## src/rtl/clk_divider_prog_if.sv

```systemverilog
// Configuration handshake bundle for clk_divider_prog.
// The master requests a ratio change and the slave answers with ready/err.
interface clk_divider_prog_if #(
    parameter int NUM_CH = 2,
    parameter int CNT_W  = 16
);
    localparam int CH_W = (NUM_CH > 1) ? $clog2(NUM_CH) : 1;

    logic             CFG_VALID;
    logic             CFG_READY;
    logic [CH_W-1:0]  CFG_CH;
    logic [CNT_W-1:0] CFG_DIV;
    logic             CFG_ERR;

    modport master (
        output CFG_VALID,
        output CFG_CH,
        output CFG_DIV,
        input  CFG_READY,
        input  CFG_ERR
    );

    modport slave (
        input  CFG_VALID,
        input  CFG_CH,
        input  CFG_DIV,
        output CFG_READY,
        output CFG_ERR
    );
endinterface

```

## src/rtl/clk_divider_prog.sv

```systemverilog
// Multi-channel programmable clock divider with boundary-aligned ratio
// updates, per-channel enable and a global phase-sync restart.
module clk_divider_prog #(
    parameter int NUM_CH      = 2,
    parameter int CNT_W       = 16,
    parameter int DEFAULT_DIV = 250
) (
    input  logic              INPUT_CLK,
    input  logic              RST_N,
    input  logic [NUM_CH-1:0] EN,
    input  logic              SYNC,
    clk_divider_prog_if.slave CFG,
    output logic [NUM_CH-1:0] OUTPUT_CLK,
    output logic [NUM_CH-1:0] TICK
);
    localparam int CH_W = (NUM_CH > 1) ? $clog2(NUM_CH) : 1;

    typedef enum logic [1:0] {
        IDLE = 2'd0,
        HIGH = 2'd1,
        LOW  = 2'd2
    } state_e;

    state_e           st_q   [NUM_CH];
    state_e           st_d   [NUM_CH];
    logic [CNT_W-1:0] cnt_q  [NUM_CH];
    logic [CNT_W-1:0] cnt_d  [NUM_CH];
    logic [CNT_W-1:0] act_q  [NUM_CH];
    logic [CNT_W-1:0] act_d  [NUM_CH];
    logic [CNT_W-1:0] shd_q  [NUM_CH];
    logic [CNT_W-1:0] shd_d  [NUM_CH];
    logic [NUM_CH-1:0] pend_q, pend_d;
    logic [NUM_CH-1:0] oclk_q, oclk_d;
    logic [NUM_CH-1:0] tick_q, tick_d;
    logic              err_q;

    logic cfg_ready;
    logic cfg_fire;
    logic cfg_bad;
    logic cfg_acc;

    // Ready depends only on the addressed channel, never on VALID.
    always_comb begin
        cfg_ready = 1'b1;
        for (int i = 0; i < NUM_CH; i++) begin
            if (CFG.CFG_CH == CH_W'(i)) cfg_ready = !pend_q[i];
        end
    end

    assign cfg_fire = CFG.CFG_VALID && cfg_ready;
    assign cfg_bad  = (CFG.CFG_DIV < CNT_W'(2)) ||
                      (32'(CFG.CFG_CH) >= NUM_CH);
    assign cfg_acc  = cfg_fire && !cfg_bad;

    assign CFG.CFG_READY = cfg_ready;
    assign CFG.CFG_ERR   = err_q;
    assign OUTPUT_CLK    = oclk_q;
    assign TICK          = tick_q;

    always_comb begin
        logic             acc_i;
        logic [CNT_W-1:0] nxt;
        acc_i  = 1'b0;
        nxt    = '0;
        pend_d = pend_q;
        oclk_d = oclk_q;
        tick_d = '0;
        for (int i = 0; i < NUM_CH; i++) begin
            st_d[i]  = st_q[i];
            cnt_d[i] = cnt_q[i];
            act_d[i] = act_q[i];
            shd_d[i] = shd_q[i];
            acc_i    = cfg_acc && (CFG.CFG_CH == CH_W'(i));
            nxt      = pend_q[i] ? shd_q[i] : act_q[i];
            if (SYNC && EN[i]) begin
                // A ratio accepted alongside SYNC takes effect immediately.
                if (acc_i) begin
                    nxt      = CFG.CFG_DIV;
                    shd_d[i] = CFG.CFG_DIV;
                end
                act_d[i]  = nxt;
                pend_d[i] = 1'b0;
                st_d[i]   = HIGH;
                cnt_d[i]  = (nxt >> 1) - CNT_W'(1);
                oclk_d[i] = 1'b1;
                tick_d[i] = 1'b1;
            end else begin
                unique case (st_q[i])
                    IDLE: begin
                        act_d[i]  = nxt;
                        pend_d[i] = 1'b0;
                        oclk_d[i] = 1'b0;
                        if (EN[i]) begin
                            st_d[i]   = HIGH;
                            cnt_d[i]  = (nxt >> 1) - CNT_W'(1);
                            oclk_d[i] = 1'b1;
                            tick_d[i] = 1'b1;
                        end
                    end
                    HIGH: begin
                        if (cnt_q[i] != '0) begin
                            cnt_d[i] = cnt_q[i] - CNT_W'(1);
                        end else begin
                            st_d[i]   = LOW;
                            oclk_d[i] = 1'b0;
                            cnt_d[i]  = act_q[i] - (act_q[i] >> 1)
                                        - CNT_W'(1);
                        end
                    end
                    LOW: begin
                        if (cnt_q[i] != '0) begin
                            cnt_d[i] = cnt_q[i] - CNT_W'(1);
                        end else begin
                            act_d[i]  = nxt;
                            pend_d[i] = 1'b0;
                            if (EN[i]) begin
                                st_d[i]   = HIGH;
                                cnt_d[i]  = (nxt >> 1) - CNT_W'(1);
                                oclk_d[i] = 1'b1;
                                tick_d[i] = 1'b1;
                            end else begin
                                st_d[i] = IDLE;
                            end
                        end
                    end
                    default: begin
                        st_d[i]   = IDLE;
                        oclk_d[i] = 1'b0;
                    end
                endcase
                // Accepted on a boundary: waits for the following one.
                if (acc_i) begin
                    shd_d[i]  = CFG.CFG_DIV;
                    pend_d[i] = 1'b1;
                end
            end
        end
    end

    always_ff @(posedge INPUT_CLK or negedge RST_N) begin
        if (!RST_N) begin
            for (int i = 0; i < NUM_CH; i++) begin
                st_q[i]  <= IDLE;
                cnt_q[i] <= '0;
                act_q[i] <= CNT_W'(DEFAULT_DIV);
                shd_q[i] <= CNT_W'(DEFAULT_DIV);
            end
            pend_q <= '0;
            oclk_q <= '0;
            tick_q <= '0;
            err_q  <= 1'b0;
        end else begin
            for (int i = 0; i < NUM_CH; i++) begin
                st_q[i]  <= st_d[i];
                cnt_q[i] <= cnt_d[i];
                act_q[i] <= act_d[i];
                shd_q[i] <= shd_d[i];
            end
            pend_q <= pend_d;
            oclk_q <= oclk_d;
            tick_q <= tick_d;
            err_q  <= cfg_fire && cfg_bad;
        end
    end
endmodule
```

## src/flat_wrapper.sv

```systemverilog
// flat-port wrapper written by rule: the top's interface ports become plain ports
module clk_divider_prog_flat 
#(
    parameter int NUM_CH      = 2,
    parameter int CNT_W       = 16,
    parameter int DEFAULT_DIV = 250
)
  (INPUT_CLK, RST_N, EN, SYNC, OUTPUT_CLK, TICK, CFG_CFG_VALID, CFG_CFG_CH, CFG_CFG_DIV, CFG_CFG_READY, CFG_CFG_ERR);
  clk_divider_prog_if #(.NUM_CH(NUM_CH), .CNT_W(CNT_W)) CFG_i ();
  input  logic INPUT_CLK;
  input  logic RST_N;
  input  logic [NUM_CH-1:0] EN;
  input  logic SYNC;
  output logic [NUM_CH-1:0] OUTPUT_CLK;
  output logic [NUM_CH-1:0] TICK;
  input wire logic [$bits(CFG_i.CFG_VALID)-1:0] CFG_CFG_VALID;
  input wire logic [$bits(CFG_i.CFG_CH)-1:0] CFG_CFG_CH;
  input wire logic [$bits(CFG_i.CFG_DIV)-1:0] CFG_CFG_DIV;
  output wire logic [$bits(CFG_i.CFG_READY)-1:0] CFG_CFG_READY;
  output wire logic [$bits(CFG_i.CFG_ERR)-1:0] CFG_CFG_ERR;
  assign CFG_i.CFG_VALID = CFG_CFG_VALID;
  assign CFG_i.CFG_CH = CFG_CFG_CH;
  assign CFG_i.CFG_DIV = CFG_CFG_DIV;
  assign CFG_CFG_READY = CFG_i.CFG_READY;
  assign CFG_CFG_ERR = CFG_i.CFG_ERR;
  clk_divider_prog #(.NUM_CH(NUM_CH), .CNT_W(CNT_W), .DEFAULT_DIV(DEFAULT_DIV)) u_core (.INPUT_CLK(INPUT_CLK), .RST_N(RST_N), .EN(EN), .SYNC(SYNC), .CFG(CFG_i), .OUTPUT_CLK(OUTPUT_CLK), .TICK(TICK));
endmodule
```

## config.mk

```make
export PLATFORM = sky130hd
export DESIGN_NAME = clk_divider_prog_flat
export DESIGN_NICKNAME = d
export VERILOG_FILES = /design/src/rtl/clk_divider_prog_if.sv /design/src/rtl/clk_divider_prog.sv /design/src/flat_wrapper.sv
export SDC_FILE = /design/constraint.sdc
export NUM_CORES = 1
export LEC_CHECK = 0
export BUFFER_PORTS_ARGS = -buffer_cell sky130_fd_sc_hd__buf_2
export CORE_UTILIZATION = 44
export DETAILED_ROUTE_END_ITERATION = 8
export GPL_TIMING_DRIVEN = 0
export HOLD_SLACK_MARGIN = 0.08
export PLACE_DENSITY_LB_ADDON = 0.08
export SYNTH_ARGS = -nofsm -noshare
export SYNTH_HDL_FRONTEND = slang
export SYNTH_SLANG_ARGS = --single-unit
export TNS_END_PERCENT = 20
```

## constraint.sdc

```tcl
create_clock -name INPUT_CLK -period 4 [get_ports INPUT_CLK]
set_input_delay 0.6 -clock INPUT_CLK [delete_from_list [all_inputs] [get_ports INPUT_CLK]]
set_output_delay 0.6 -clock INPUT_CLK [all_outputs]
set_load 0.03 [all_outputs]
```

==> results of run 1 <==
==> cell type report <==
cell class | instances | area share
Sequential cell | 107 | 0.245
Clock inverter | 6 | 0.00510
Clock buffer | 10 | 0.0207
Multi-Input combinational cell | 1086 | 0.632
Inverter | 57 | 0.0195
Timing Repair Buffer | 18 | 0.0112
Tap cell | 285 | 0.0323
Buffer | 84 | 0.0343
==> through the flow <==
| step | util | worst slack, ps | instance area (um2) |
|---|---|---|---|
| 2_1_floorplan | - | 120 | 10200 |
| 3_5_place_dp | 0.469 | -1000 | 10700 |
| 5_1_grt | 0.486 | -86.9 | 11000 |
| 3_3_place_gp | 0.468 | -998 | 10600 |
| 6_report | 0.486 | 104 | 11000 |
| 4_1_cts | 0.483 | 0.318 | 11000 |
==> layer usage <==
metal	vias up	share of wire	global-route usage
met3	43	0.099	0.0883
met1	5060	0.48	0.492
met2	476	0.41	0.458
met4	0	0.013	0.0719
met5	-	0	0
li1	4884	-	-
==> placed cells by master, fill, tap and decap left out, types with 5 or more instances in the layout <==
cell | synthesis | final
a21boi_0 | 6 | 6
or3_1 | 16 | 16
dfrtp_1 | 83 | 83
o21a_1 | 13 | 13
xor2_1 | 40 | 40
a21oi_1 | 106 | 106
mux2i_1 | 45 | 43
nor4_1 | 15 | 12
clkbuf_16 | 0 | 9
xnor2_1 | 57 | 57
o22ai_1 | 25 | 25
nor3_1 | 37 | 36
nand2b_1 | 9 | 9
and3_1 | 9 | 8
nand2_1 | 170 | 170
nor2b_1 | 7 | 7
or4_1 | 6 | 6
nand3_1 | 26 | 26
a211oi_1 | 19 | 19
nand4_1 | 8 | 8
o211ai_1 | 37 | 37
clkbuf_4 | 0 | 6
ha_1 | 46 | 44
and2_1 | 8 | 8
clkbuf_2 | 0 | 6
nor2_1 | 110 | 110
buf_2 | 9 | 20
a21o_1 | 14 | 14
o221ai_1 | 10 | 10
clkbuf_1 | 68 | 59
inv_1 | 55 | 55
o31ai_1 | 8 | 8
mux2_2 | 17 | 17
dfstp_2 | 24 | 24
a22oi_1 | 6 | 6
a221oi_1 | 5 | 5
a31oi_1 | 14 | 14
nor3b_1 | 15 | 15
o21ai_0 | 118 | 118
==> cell families after synthesis <==
family / after synthesis / synth area share
xor gates and xnor gates: 97 / 0.0833
DFF: 107 / 0.266
AOI/OAI and AO/OA: 423 / 0.261
adders and majority gates: 48 / 0.0604
buffers and inverters: 144 / 0.0567
muxes: 62 / 0.0630
and+or+nand+nor: 456 / 0.210
==> critical path, delay by kind of cell <==
family                     cells  cell delay, ps
AOI/OAI and AO/OA              6            1070
and+or+nand+nor                5            1040
buffers and inverters          4             960
adders and majority gates      1             290
xor gates and xnor gates       1             230
==> where the power goes <==
part           switching, W  total [W]  internal [W]  leakage, nW
Combinational       0.00441    0.00695       0.00254         3.12
Clock              0.000500   0.000940      0.000440        0.138
Sequential         0.000626    0.00224       0.00161         1.25
Total               0.00554     0.0101       0.00459         4.51
==> path summary, 6_finish.rpt <==
check | endpoint | slack, ps | depth (start not counted)
max in group asynchronous | u_core.act_q[20] | 3120 | 2
setup / recovery | u_core.cnt_q[14] | 100 | 17
hold reg to reg | u_core.shd_q[7] | 490 | 2
min in group INPUT_CLK | u_core.shd_q[7] | 490 | 2
setup reg to reg | u_core.cnt_q[14] | 260 | 17
hold / removal | u_core.st_q[2] | 140 | 1
==> timing repair <==
item / CTS / global route
setup endpoints to repair: 12 / 8
buffers inserted: 0 / 2
pin swaps: 0 / 1
gates resized for setup: 11 / 26
==> registers in the layout, indices dropped and copies added, names as in the netlist <==
| signal | count |
|---|---|
| u_core.pend_q | 2 |
| u_core.cnt_q | 32 |
| u_core.shd_q | 32 |
| u_core.CFG.CFG_ERR | 1 |
| u_core.act_q | 32 |
| u_core.TICK | 2 |
| u_core.OUTPUT_CLK | 2 |
| u_core.st_q | 4 |
==> results.yml, run 1 <==
yosys:
  yosysTopAreaCell: "dfrtp_1"
  synth_common_cells: "nand2_1, o21ai_0, nor2_1"
  synthTopCellsByArea: "dfrtp_1, nand2_1, dfstp_2"
  yosysWarningCount: 0
  synth_top_flop_cell: "dfrtp_1"
  syn_inst: 1337
  netlist.area_leader.share: 0.204
  async_reset_ff_frac: 1.00
  synth-edff-count: 0
  yosysSeqAreaShare: 0.266
  synth_cell_types: 76
  syn_area_per_cell_um2: 7.63
  syn_area_mm2: 0.0102
  synthMostInstantiatedCell: "nand2_1"
  syn-num-nets: 1408
  synth.ff_latch_count: 107
placed_design:
  finalWeightedCongestion: 0.952
  dp.cells: 1638
  io_buffers: 15
  dp_hpwl_mm: 29.0
worst_setup_path:
  startpoint: "CFG_CFG_DIV[3]"
  cp_slowest_stage_delay_ps: 440
  crit_fanout: 10
  end_kind: "register"
  slowest_stage: "nor4_4"
  cp_cell_sequence: "clkbuf_2, nor4_4, and3_4, a21o_1, clkbuf_4, clkbuf_4, clkbuf_4, nand2_1, o21ai_0, ha_2, nand4_1, a211oi_1, a31oi_1, nor2_1, xnor2_1, o22ai_1, a21oi_1"
  path_class: "input port to register"
  critical_path_required_ps: 4290
  cp_common_cell: "clkbuf_4"
  arrival_ps: 4190
  r2r_start: "u_core.pend_q[1]"
  critPathLaunchType: "input port"
clock_tree:
  ctsHtreeMaxLevel: 3
  ctsHoldBuffers: 0
  cts_tree: "yes"
  cts-root-buf: "clkbuf_16"
  insertion_delay_ps: 380
  clockBufferDepth: 2
  numCtsBuffers: 9
  clk_pin_slew_ps: 80
  cts_sinks: 107
cells_and_area:
  nNetsFinal: 1434
  stdcell_count: 1653
  drive_gt1_frac: 0.0863
  seq_area_mm2: 0.00271
  n_fill_cell: 2311
  multi_input_area_mm2: 0.00698
  area_growth_pct: 8.31
  antenna_cells: 0
route:
  dr.pass1.iters: 5
  drt_wl_total_mm: 38.4
  drc: 0
  via_per_inst: 6.33
  final_antenna_net_count: 0
  first_iter_violations: 1211
  vias: 10463
  post_drt_wl_per_cell_um: 23.2
global_route:
  grt_usage: 0.327
  grt_pass1_wl_mm: 58.9
  grt_pass1_vias: 9751
  grt_max_degree: 71
  grt_antenna_before_repair: 0
  grt_overflow: 0
hold_path:
  hold_class: "input port to async pin"
sta:
  rsz0062_at_grt: "true"
  slew_viol_final: 0
  setup_viol: 0
  fmax_mhz: 257
  finalSetupTns_ps: 0
  final_hold_viol_count: 0
  slew_headroom: 0.266
  skew_ps: 11.6
  finalCritPeriodShare: 0.974
  timing.hold.ws_ps: 139
  fin_crit_ps: 3900
  worst_pin_slew_ps: 1070
power:
  p_leak_nw: 4.51
  ir_worst_vdd_v: 0.000350
  p_per_area_mw_per_mm2: 917
  power_w: 0.0101
floorplan:
  die_x_um: 154
  core_area_mm2: 0.0227
  die_h_um: 154
  std_cell_rows: 55
  die-area_mm2: 0.0238
  start_util: 0.449
  boundaryPins: 29
job:
  cap_viol_max_count: 0
outcome:
  status: "finished clean"
No activity file was read; power rests on OpenSTA's default activity.
==> inputs of run 2 (changes only) <==
--- a/config.mk
+++ b/config.mk
@@ -7,6 +7,7 @@
 export LEC_CHECK = 0
 export BUFFER_PORTS_ARGS = -buffer_cell sky130_fd_sc_hd__buf_2
 export CORE_UTILIZATION = 44
+export CTS_BUF_LIST = sky130_fd_sc_hd__clkbuf_2
 export DETAILED_ROUTE_END_ITERATION = 8
 export GPL_TIMING_DRIVEN = 0
 export HOLD_SLACK_MARGIN = 0.08
==> run 2 against run 1 <==
- sequential power about the same
- count of clock-buffer cells in the layout did not move
- maximum frequency rose by 3.1%
- cell count barely moved
- global-route usage up 0.051 points
- register-to-register slack barely moved
- combinational power is 0.6% lower
- sequential cell count unchanged
- clock skew is 32 ps higher
- sequential share of layout area is 0.50 points higher
- critical endpoint unchanged
- largest power group unchanged
- highest routed layer unchanged
==> results.yml, run 2 (synthesis results as in run 1) <==
outcome:
  status: "finished clean"
hold_path:
  hold_class: "input port to register"
  hold_start: "CFG_CFG_DIV[1]"
cells_and_area:
  area_growth_pct: 6.17
  largest_registers: "u_core.act_q x32, u_core.cnt_q x32, u_core.shd_q x32"
  fin_util: 0.477
  nNetsFinal: 1433
  layout_commonest_cell: "nand2_1"
  drive_gt1_frac: 0.0797
  final_cell_mix: "nand2_1, o21ai_0, nor2_1"
  n_fill_cell: 2331
  multi_input_area_mm2: 0.00695
  seq_area_mm2: 0.00271
  stdcell_count: 1654
worst_setup_path:
  critPathLaunchType: "input port"
  arrival_ps: 4420
  critical_path_required_ps: 4640
  end_kind: "register"
  startpoint: "CFG_CFG_DIV[5]"
  r2r_start: "u_core.pend_q[1]"
  crit_fanout: 10
  path_class: "input port to register"
clock_tree:
  clockBufferDepth: 2
  cts_sinks: 107
  cts_setup_buffers: 0
  cts-root-buf: "clkbuf_2"
  ctsHtreeMaxLevel: 3
  insertion_delay_ps: 710
  numCtsBuffers: 9
  cts_tree: "yes"
  clk_pin_slew_ps: 330
sta:
  worst_pin_slew_ps: 1080
  setup_viol: 0
  skew_ps: 43.5
  final_hold_viol_count: 0
  fmax_mhz: 265
  slew_viol_final: 0
  rsz0062_at_grt: "true"
  timing.hold.ws_ps: 150
  finalCritPeriodShare: 0.945
  slew_headroom: 0.259
  finalWorstSetupSlack_ps: 220
  fin_crit_ps: 3780
power:
  p_leak_nw: 4.41
  ir_worst_vdd_v: 0.000352
  power_w: 0.00971
  p_per_area_mw_per_mm2: 897
placed_design:
  dp_hpwl_mm: 29.0
  preCtsSetupSlack_ps: -1000
  io_buffers: 15
  finalWeightedCongestion: 0.952
  dp.cells: 1638
global_route:
  grt_pass1_vias: 9752
  grt_antenna_before_repair: 1
  grt_pass1_wl_mm: 59.0
  grt_overflow: 0
  grt_usage: 0.327
  grt_max_degree: 71
route:
  final_antenna_net_count: 0
  first_iter_violations: 1151
  via_per_inst: 6.28
  post_drt_wl_per_cell_um: 23.1
  vias: 10392
  dr.pass1.iters: 5
  drc: 0
  drt_wl_total_mm: 38.3
floorplan:
  core_area_mm2: 0.0227
  boundaryPins: 29
  std_cell_rows: 55
  die_h_um: 154
  start_util: 0.449
  die_x_um: 154
  die-area_mm2: 0.0238
job:
  cap_viol_max_count: 0
-- run 2: cell count changes in the layout (fill, tap and decap cells not counted), sizes merged --
cell,previous run,this run
buf,32,31
dlygate4sd3,0,2
diode,0,2
clkbuf,80,78
-- run 2: cell type report --
| type | count | area share |
|---|---|---|
| Clock buffer | 10 | 0.00462 |
| Tap cell | 285 | 0.0329 |
| Buffer | 83 | 0.0331 |
| Antenna cell | 2 | 0.000462 |
| Multi-Input combinational cell | 1086 | 0.642 |
| Timing Repair Buffer | 18 | 0.0119 |
| Sequential cell | 107 | 0.250 |
| Inverter | 57 | 0.0199 |
| Clock inverter | 6 | 0.00520 |
-- run 2: routing by layer --
metal	up-vias	track usage	share of wire	wire (um)
li1	4895	-	-	-
met1	4969	0.491	0.48	18300
met2	489	0.458	0.40	15300
met3	39	0.0871	0.10	4010
met4	0	0.0800	0.016	611
met5	-	0	0	0
-- run 2: worst paths after layout --
| path | depth (start not counted) | to | slack [ps] |
|---|---|---|---|
| worst max-delay path | 17 | u_core.cnt_q[14] | 220 |
| min in group asynchronous | 2 | u_core.act_q[14] | 310 |
| worst max register to register | 16 | u_core.cnt_q[14] | 260 |
| worst min-delay path | 3 | u_core.shd_q[1] | 150 |
| worst min register to register | 2 | u_core.shd_q[7] | 500 |
| max in group asynchronous | 3 | u_core.shd_q[17] | 2920 |
-- run 2: power breakdown --
part           switching [W]  internal (W)
registers           0.000635       0.00161
logic                0.00439       0.00251
clock network       0.000455      0.000102
-- run 2: worst max-delay path: stages --
cell and delay, ps:
clkbuf_1 320, nor4_4 440, and3_1 300, a21o_1 230, buf_2 230, clkbuf_2 270, clkbuf_2 310, nand2_1 80
o21ai_0 120, ha_2 310, nand4_1 100, a211oi_1 260, a31oi_1 140, nor2_1 150, xnor2_1 220, o22ai_1 150
a21oi_1 170
-- run 2: stage by stage --
step	area, um2	setup TNS (ps)
3_3_place_gp	10600	-9920
3_5_place_dp	10700	-9780
6_report	10800	0
4_1_cts	10800	0
5_1_grt	10800	-37.3
2_1_floorplan	10200	0
-- run 2: timing repair --
item                       4_1_cts  5_1_grt
setup endpoints to repair       10       10
pin swaps                        0        0
hold endpoints to repair        37        0
hold buffers                     2        0
gates resized for setup          6        9
